==> config.mk <==
export PLATFORM = sky130hd
export DESIGN_NAME = audio_serializer
export DESIGN_NICKNAME = d
export VERILOG_FILES = /design/src/rtl/audio_serializer.sv
export SDC_FILE = /design/constraint.sdc
export NUM_CORES = 1
export LEC_CHECK = 0
export ABC_AREA = 1
export BUFFER_PORTS_ARGS = -buffer_cell sky130_fd_sc_hd__clkbuf_2
export CAP_MARGIN = 20
export CORE_ASPECT_RATIO = 1.5
export CORE_MARGIN = 2
export CORE_UTILIZATION = 30
export CTS_CLUSTER_SIZE = 12
export DETAILED_ROUTE_END_ITERATION = 10
export SYNTH_ARGS = -nofsm -noshare
export SYNTH_HDL_FRONTEND = slang
export SYNTH_SLANG_ARGS = --single-unit
export TNS_END_PERCENT = 20
==> constraint.sdc <==
create_clock -name clk -period 3.14 [get_ports clk]
set_input_delay 0.471 -clock clk [delete_from_list [all_inputs] [get_ports clk]]
set_output_delay 0.471 -clock clk [all_outputs]
set_load 0.1 [all_outputs]
==> src/rtl/audio_serializer.sv <==
// audio_serializer: FIFO-buffered I2S transmitter; bclk/lrclk/sdata are registered outputs derived from clk.
// Define AUDIO_SERIALIZER_HOLD_LAST_EN to repeat each channel's last sample instead of zero on underrun.
module audio_serializer #(
  parameter int WIDTH      = 24,
  parameter int SLOT_BITS  = 32,
  parameter int BCLK_DIV   = 4,
  parameter int FIFO_DEPTH = 4
) (
  input  logic             clk,
  input  logic             reset,
  input  logic [WIDTH-1:0] sample_in,
  input  logic             sample_ch,
  input  logic             sample_valid,
  output logic             sample_ready,
  output logic             bclk,
  output logic             lrclk,
  output logic             sdata,
  output logic             underrun
);
  localparam int DIV_W = (BCLK_DIV > 1) ? $clog2(BCLK_DIV) : 1;
  localparam int P_W   = $clog2(SLOT_BITS);
  localparam int PTR_W = $clog2(FIFO_DEPTH);
  localparam int CNT_W = $clog2(FIFO_DEPTH + 1);
  localparam logic [DIV_W-1:0] DIV_TC     = DIV_W'(BCLK_DIV - 1);
  localparam logic [P_W-1:0]   P_LAST     = P_W'(SLOT_BITS - 1);
  localparam logic [P_W-1:0]   P_DATA_END = P_W'(WIDTH);
  localparam logic [CNT_W-1:0] CNT_FULL   = CNT_W'(FIFO_DEPTH);

  logic [WIDTH:0]   mem_q [FIFO_DEPTH];
  logic [PTR_W-1:0] wr_ptr_q, wr_ptr_d, rd_ptr_q, rd_ptr_d;
  logic [CNT_W-1:0] count_q, count_d;
  logic             ready_q;
  logic [DIV_W-1:0] div_q, div_d;
  logic [P_W-1:0]   p_q, p_d;
  logic [WIDTH-1:0] shreg_q, shreg_d;
  logic             bclk_q, bclk_d, lrclk_q, lrclk_d, sdata_q, sdata_d;
  logic             underrun_q, underrun_d, slot_ch_q, slot_ch_d;
  logic             div_tc, fall, slot_start, fifo_empty, head_match, push, pop;
  logic [WIDTH:0]   head;
  logic [WIDTH-1:0] fill;
`ifdef AUDIO_SERIALIZER_HOLD_LAST_EN
  logic [WIDTH-1:0] last_l_q, last_l_d, last_r_q, last_r_d;
`endif

  always_comb begin
    div_tc     = (div_q == DIV_TC);
    fall       = div_tc && bclk_q;
    slot_start = fall && (p_q == P_LAST);
    head       = mem_q[rd_ptr_q];
    fifo_empty = (count_q == '0);
    head_match = !fifo_empty && (head[WIDTH] == slot_ch_q);
    push       = sample_valid && ready_q;
    // a mismatching head is popped and dropped just like a matching one
    pop        = slot_start && !fifo_empty;
    wr_ptr_d   = push ? wr_ptr_q + PTR_W'(1) : wr_ptr_q;
    rd_ptr_d   = pop ? rd_ptr_q + PTR_W'(1) : rd_ptr_q;
    count_d    = count_q + CNT_W'(push) - CNT_W'(pop);
    div_d      = div_tc ? '0 : div_q + DIV_W'(1);
    bclk_d     = div_tc ? !bclk_q : bclk_q;
`ifdef AUDIO_SERIALIZER_HOLD_LAST_EN
    fill       = slot_ch_q ? last_r_q : last_l_q;
    last_l_d   = last_l_q;
    last_r_d   = last_r_q;
`else
    fill       = '0;
`endif
    p_d        = p_q;
    shreg_d    = shreg_q;
    sdata_d    = sdata_q;
    lrclk_d    = lrclk_q;
    slot_ch_d  = slot_ch_q;
    underrun_d = 1'b0;
    if (fall) begin
      if (p_q == P_LAST) begin
        p_d       = '0;
        lrclk_d   = slot_ch_q;
        sdata_d   = 1'b0;
        slot_ch_d = !slot_ch_q;
        if (head_match) begin
          shreg_d = head[WIDTH-1:0];
`ifdef AUDIO_SERIALIZER_HOLD_LAST_EN
          if (slot_ch_q) last_r_d = head[WIDTH-1:0];
          else           last_l_d = head[WIDTH-1:0];
`endif
        end else begin
          shreg_d    = fill;
          underrun_d = 1'b1;
        end
      end else begin
        p_d = p_q + P_W'(1);
        if (p_d <= P_DATA_END) begin
          sdata_d = shreg_q[WIDTH-1];
          shreg_d = {shreg_q[WIDTH-2:0], 1'b0};
        end else begin
          sdata_d = 1'b0;
        end
      end
    end
  end

  always_ff @(posedge clk) begin
    if (push) mem_q[wr_ptr_q] <= {sample_ch, sample_in};
  end

  always_ff @(posedge clk) begin
    if (reset) begin
      wr_ptr_q   <= '0;
      rd_ptr_q   <= '0;
      count_q    <= '0;
      ready_q    <= 1'b1;
      div_q      <= '0;
      p_q        <= P_LAST;
      shreg_q    <= '0;
      bclk_q     <= 1'b0;
      lrclk_q    <= 1'b0;
      sdata_q    <= 1'b0;
      underrun_q <= 1'b0;
      slot_ch_q  <= 1'b0;
`ifdef AUDIO_SERIALIZER_HOLD_LAST_EN
      last_l_q   <= '0;
      last_r_q   <= '0;
`endif
    end else begin
      wr_ptr_q   <= wr_ptr_d;
      rd_ptr_q   <= rd_ptr_d;
      count_q    <= count_d;
      ready_q    <= (count_d != CNT_FULL);
      div_q      <= div_d;
      p_q        <= p_d;
      shreg_q    <= shreg_d;
      bclk_q     <= bclk_d;
      lrclk_q    <= lrclk_d;
      sdata_q    <= sdata_d;
      underrun_q <= underrun_d;
      slot_ch_q  <= slot_ch_d;
`ifdef AUDIO_SERIALIZER_HOLD_LAST_EN
      last_l_q   <= last_l_d;
      last_r_q   <= last_r_d;
`endif
    end
  end

  assign sample_ready = ready_q;
  assign bclk         = bclk_q;
  assign lrclk        = lrclk_q;
  assign sdata        = sdata_q;
  assign underrun     = underrun_q;
endmodule
==> results of run 1 <==
## registers in the layout (all words and copies together) (netlist names), 2 cells and up, named ones only
signal and flops:
count_q 3, p_q 5, div_q 2, shreg_q 24, rd_ptr_q 2, mem_q 100
wr_ptr_q 2
## synthesized netlist by cell type (all sizes together)
master,count
nor2,176
nand2,112
edfxtp,100
o21ai,78
dfxtp,46
inv,28
buf,19
nand3,17
clkbuf,13
a21oi,12
ha,9
nand4,2
or2,2
and2,1
fa,1
nor3,1
nor3b,1
o211ai,1
o31ai,1
xor2,1
## critical path, stage by stage (launching register included)
cell,delay (ns)
dfxtp_1,0.41
ha_1,0.20
nand2_1,0.09
nor2_1,0.10
ha_1,0.18
nand2_2,0.08
a21oi_4,0.18
ha_1,0.15
inv_1,0.04
ha_1,0.18
fa_1,0.38
xor2_1,0.18
or2_2,0.27
a21oi_1,0.17
nand3_1,0.08
## per-stage QoR
| step | worst slack [ns] | total power [W] | instance area [µm²] | util (%) |
|---|---|---|---|---|
| after detailed placement | 0.3186 | 0.002575 | 6518 | 32.17 |
| after global placement | 0.4617 | 0.002567 | 6518 | 32.17 |
| after global routing | 0.1059 | 0.004596 | 7071 | 34.90 |
| after floorplan | 0.1606 | 0.002471 | 6131 | - |
| after CTS | 0.3211 | 0.004473 | 7071 | 34.90 |
| final | 0.3300 | 0.004421 | 7071 | 34.90 |
## cell type report
class                      instances  share of cell area [%]
tap                              264                   4.672
clock buffer                      20                   6.176
inverter                          28                   1.557
sequential                       146                   55.53
multi-input combinational        415                   27.09
clock inverter                    12                   1.646
timing repair buffer              42                   3.327
## power by group
| part | internal, W | total (W) | switching, W |
|---|---|---|---|
| Sequential | 0.00216 | 0.00219 | 0.0000276 |
| Clock | 0.00115 | 0.00190 | 0.000742 |
| Combinational | 0.0000952 | 0.000332 | 0.000237 |
## layer usage
metal	part of all wire [%]	global-route usage, %	up-vias
li1	-	-	2105
met1	40	12.61	1926
met2	55	22.32	60
met3	2.9	2.831	10
met4	1.7	6.153	0
met5	0	0	-
## worst max path at each step
| stage | cells after the start | slack [ns] | end | from |
|---|---|---|---|---|
| floorplan | 9 | 0.16 | sample_ready | sample_ready |
| global placement | 14 | 0.46 | sample_ready | p_q[0] |
| detailed placement | 14 | 0.32 | sample_ready | p_q[0] |
| CTS | 14 | 0.32 | sample_ready | p_q[0] |
| global route | 14 | 0.11 | sample_ready | p_q[0] |
| finish | 14 | 0.33 | sample_ready | p_q[0] |
## cell families after synthesis
kind of cell / Yosys count
AO/OA/AOI/OAI: 92
buffers and inverters: 60
AND/OR/NAND/NOR: 312
flip-flops: 146
XOR/XNOR: 1
adder cells (fa/ha/maj): 10
==> impl_metrics.ini, run 1 <==
[logic_synthesis]
synthAdderAreaFrac_pct = 2.164
synthMuxAreaShare_pct = 0
netlist_instances = 621
synthTopCellsByArea = edfxtp_1 (49%), dfxtp_1 (15%), nor2_1 (9.9%)
synth_fp_nets = 659
synth_area_um2 = 6130
yosys.area.top_type = edfxtp_1
synth_warnings = 0
synthXorXnorAreaFrac_pct = 0.1429
synth_top_area_share_pct = 48.99
synth_compound_area_share_pct = 7.777
synth.avg_cell_area_um2 = 9.871
ys_types = 30
synth_top_family_by_area = simple AND/OR/NAND/NOR gates
ys_ff_latch = 146
seq_area_frac_synth_pct = 64.01
synth-simple-area-share_pct = 21.00

[critical_path]
r2r_end = sample_ready
cp-end-kind = flip-flop
worst-setup-path-type = reg -> reg
required_ns = 3.45
rr_startpoint = p_q[0]
rr_worst_depth = 14
cp_max_fo = 6
arrival_ns = 3.12
rrSetupSlack_ns = 0.33
cp-start-kind = flip-flop

[placement]
io_buffers = 32
post-place-cells = 895
gp_congestion = 0.7671
post-dp-hpwl_um = 7380

[global_route]
grt_usage_pct = 12.06
antenna_found_initial = 0
grt_pass1_wl_um = 19640
grt_max_degree = 49
grt_pass1_vias = 3916
grt-ovfl-total = 0

[route]
wl_um = 12210
drt_pass1_iterations = 4
drt_first_iter_violations = 182
route.detailed.drc = 0
vias = 4101
wl_per_cell_um = 13.17
via_per_inst = 4.424
antenna_left = 0

[cts]
cts_made_buffers = 17
cts_tree = done
clkSlewWorstSetupHoldPaths_ns = 0.06
clock_sinks = 146
cts_setup_buffers = 0
ctsResizeCount = 0
htreeDepth = 4
clockBufferDepth = 2
worstSkewPairLatency_ns = 0.42
cts_hold_buf = 0
root_buffer = clkbuf_16

[timing]
max_slew.worst_pin.slew_ns = 0.9149
tns_ns = 0
drv_slew = 0
rsz0062_at_grt = no
fmax_ghz = 0.3559
fin_crit_ns = 2.810
clock-skew-final_ns = 0.006528
hold_viol_final = 0
relSlewSlack_pct = 38.94
period_share_pct = 89.49
setup_violations = 0
hold_slack_ns = 0.2618

[hold_path]
hold_path_depth = 1
holdPathEnd = mem_q[2][10]
hp-start = sample_in[10]
worstHoldPathType = in -> reg

[final_layout]
seqCellArea_um2 = 3926
fin_nets = 688
final_common_cell = nor2_1
fin_cells = 927
area_delta_synth_final_pct = 15.35
mostFrequentLayoutCells = nor2_1 (158), nand2_1 (108), edfxtp_1 (100)
fill_cells = 2026
drive_gt1_share_pct = 15.54
n_antenna_cell = 0
multi_input_area_um2 = 1916

[floorplan]
dieArea_um2 = 21610
initial_core_util_pct = 30.26
die_h_um = 179.1
core_area_um2 = 20260
chipWidth_um = 120.7
num_rows = 64
io_pins = 33

[run]
maxCapViolCount = 0

[power_and_ir_drop]
irDropWorstVdd_mv = 0.2644
p_leak_nw = 2.701
pwr_density_cell_nw_per_um2 = 625.3

[run_status]
outcome = finished clean
No activity file was read; power rests on OpenSTA's default activity.
==> run 2, diff against run 1 <==
--- a/config.mk
+++ b/config.mk
@@ -8,11 +8,14 @@
 export ABC_AREA = 1
 export BUFFER_PORTS_ARGS = -buffer_cell sky130_fd_sc_hd__clkbuf_2
 export CAP_MARGIN = 20
+export CELL_PAD_IN_SITES_DETAIL_PLACEMENT = 0
+export CELL_PAD_IN_SITES_GLOBAL_PLACEMENT = 1
 export CORE_ASPECT_RATIO = 1.5
 export CORE_MARGIN = 2
 export CORE_UTILIZATION = 30
 export CTS_CLUSTER_SIZE = 12
 export DETAILED_ROUTE_END_ITERATION = 10
+export PLACE_DENSITY_LB_ADDON = 0.1
 export SYNTH_ARGS = -nofsm -noshare
 export SYNTH_HDL_FRONTEND = slang
 export SYNTH_SLANG_ARGS = --single-unit
==> run 2 against run 1 <==
Compared with the run above:
- worst setup slack gained 0.011 ns
- clock skew grew 0.0010 ns
- first-iteration DRC count shrank 12%
- total power grew 2.5%
- sequential cell count is the same
- combinational power grew 2%
- sequential share of layout area shrank 0.38 points
- utilization grew 0.23 points
- clock-buffer cell count grew 2
- largest cell class unchanged
- largest power group unchanged
- highest routed layer unchanged
==> impl_metrics.ini, run 2 (same netlist as run 1, synthesis figures left out) <==
[placement]
gp_congestion = 0.6987
post-dp-hpwl_um = 7854
place_worst_setup_slack_ns = 0.3018
io_buffers = 32
placed_cell_area_um2 = 6524

[route]
wl_met3_um = 385
route.met2.wl_um = 6903
vias = 4059
dr.max_layer_used = met4
wl_per_cell_um = 14.63
via_per_inst = 4.374
route.detailed.drc = 0
met1_length_um = 6086
drt_first_iter_violations = 161
wl_um = 13580
antenna_left = 0
drt_pass1_iterations = 4

[final_layout]
mostFrequentLayoutCells = nor2_1 (158), nand2_1 (108), edfxtp_1 (100)
fill_cells = 2026
largest_register_ffs = 100
final_common_cell = nor2_1
largest_register = mem_q
fin_area_um2 = 7117
drive_gt1_share_pct = 16.27
n_antenna_cell = 0
area_delta_synth_final_pct = 16.11
largest_registers = mem_q: 100 flops, shreg_q: 24 flops, p_q: 5 flops
multi_input_area_um2 = 1916
seqCellArea_um2 = 3925
fin_nets = 689

[floorplan]
die_h_um = 179.1
chipWidth_um = 120.7
initial_core_util_pct = 30.26
num_rows = 64
core_area_um2 = 20260
io_pins = 33
dieArea_um2 = 21610

[critical_path]
arrival_ns = 3.09
cp-end-kind = flip-flop
critPathSlowestCell = dfxtp_1
cp_max_fo = 6
cp-start-kind = flip-flop
max_stage_delay_ns = 0.40
cp_num_buf_inv = 1
required_ns = 3.43
worst-setup-path-type = reg -> reg
crit_chain = ha_1, nand2_1, nor2_1, ha_1, nand2_2, a21oi_4, ha_1, inv_1, ha_1, fa_1, xor2_1, or2_2, a21oi_1, nand3_1
critPathTopFamily = adder cells
cpMostUsedCell = ha_1

[global_route]
grt_pass1_vias = 3980
grt_pass1_wl_um = 21530
antenna_found_initial = 0
grt-ovfl-total = 0
grt_usage_pct = 13.48
grt_max_degree = 51

[timing]
postLayoutSetupSlackWorst_ns = 0.3409
fin_crit_ns = 2.799
setup_violations = 0
drv_slew = 0
relSlewSlack_pct = 49.03
clock-skew-final_ns = 0.007545
tns_ns = 0
period_share_pct = 89.14
rsz0062_at_grt = no
hold_viol_final = 0
max_slew.worst_pin.slew_ns = 0.7638
fmax_ghz = 0.3573

[cts]
ctsResizeCount = 0
cts_made_buffers = 17
cts_hold_buf = 0
htreeDepth = 4
cts_tree = done
worstSkewPairLatency_ns = 0.42
root_buffer = clkbuf_16
clkSlewWorstSetupHoldPaths_ns = 0.06
clock_sinks = 146
cts_setup_buffers = 0
clockBufferDepth = 2

[power_and_ir_drop]
p_leak_nw = 2.734
pwr_density_cell_nw_per_um2 = 637.0
irDropWorstVdd_mv = 0.3180

[run_status]
outcome = finished clean

[hold_path]
worstHoldPathType = in -> reg

[run]
maxCapViolCount = 0
-- run 2: cell types whose count changed in the layout (fill, tap and decap cells not counted) --
cell	before	now
clkbuf_2	32	33
clkinv_2	4	6
clkinv_1	3	0
buf_4	10	11
clkinv_4	2	1
clkbuf_8	0	2
clkbuf_16	17	18
dfxtp_2	2	1
dfxtp_1	44	45
clkbuf_1	3	1
-- run 2: final cells by class --
cell class                 instances  share of cell area, %
sequential                       146                  55.15
clock buffer                      22                  6.839
tap                              264                  4.641
inverter                          28                  1.547
clock inverter                    10                  1.494
multi-input combinational        415                  26.92
timing repair buffer              43                  3.411
-- run 2: per-stage QoR --
step | utilization [%] | cells | hold WS [ns] | power [W]
2_1_floorplan | - | 621 | 0.4043 | 0.002471
3_3_place_gp | 32.20 | 896 | 0.4118 | 0.002580
3_5_place_dp | 32.20 | 896 | 0.4187 | 0.002585
4_1_cts | 35.13 | 928 | 0.2434 | 0.004612
5_1_grt | 35.13 | 928 | 0.2511 | 0.004731
6_report | 35.13 | 928 | 0.2694 | 0.004534
-- run 2: path summary, 6_finish.rpt --
kind	endpoint	startpoint	cells past startpoint	slack [ns]
max	sample_ready	p_q[0]	14	0.34
min	mem_q[0][17]	sample_in[17]	1	0.27
max reg2reg	sample_ready	p_q[0]	14	0.34
min reg2reg	div_q[0]	div_q[0]	1	0.42
-- run 2: power by group --
group          leakage, nW  switching, W  internal, W  total (W)
clock                0.298      0.000746      0.00125    0.00200
sequential            1.29     0.0000286      0.00216    0.00219
combinational         1.15      0.000243    0.0000966   0.000340
total                 2.73       0.00102      0.00352    0.00453
-- run 2: layer usage --
layer / global-route usage [%] / vias to the layer above
met5: 0 / -
met4: 5.766 / 0
met3: 2.958 / 12
met2: 23.40 / 61
met1: 16.01 / 1874
li1: - / 2112
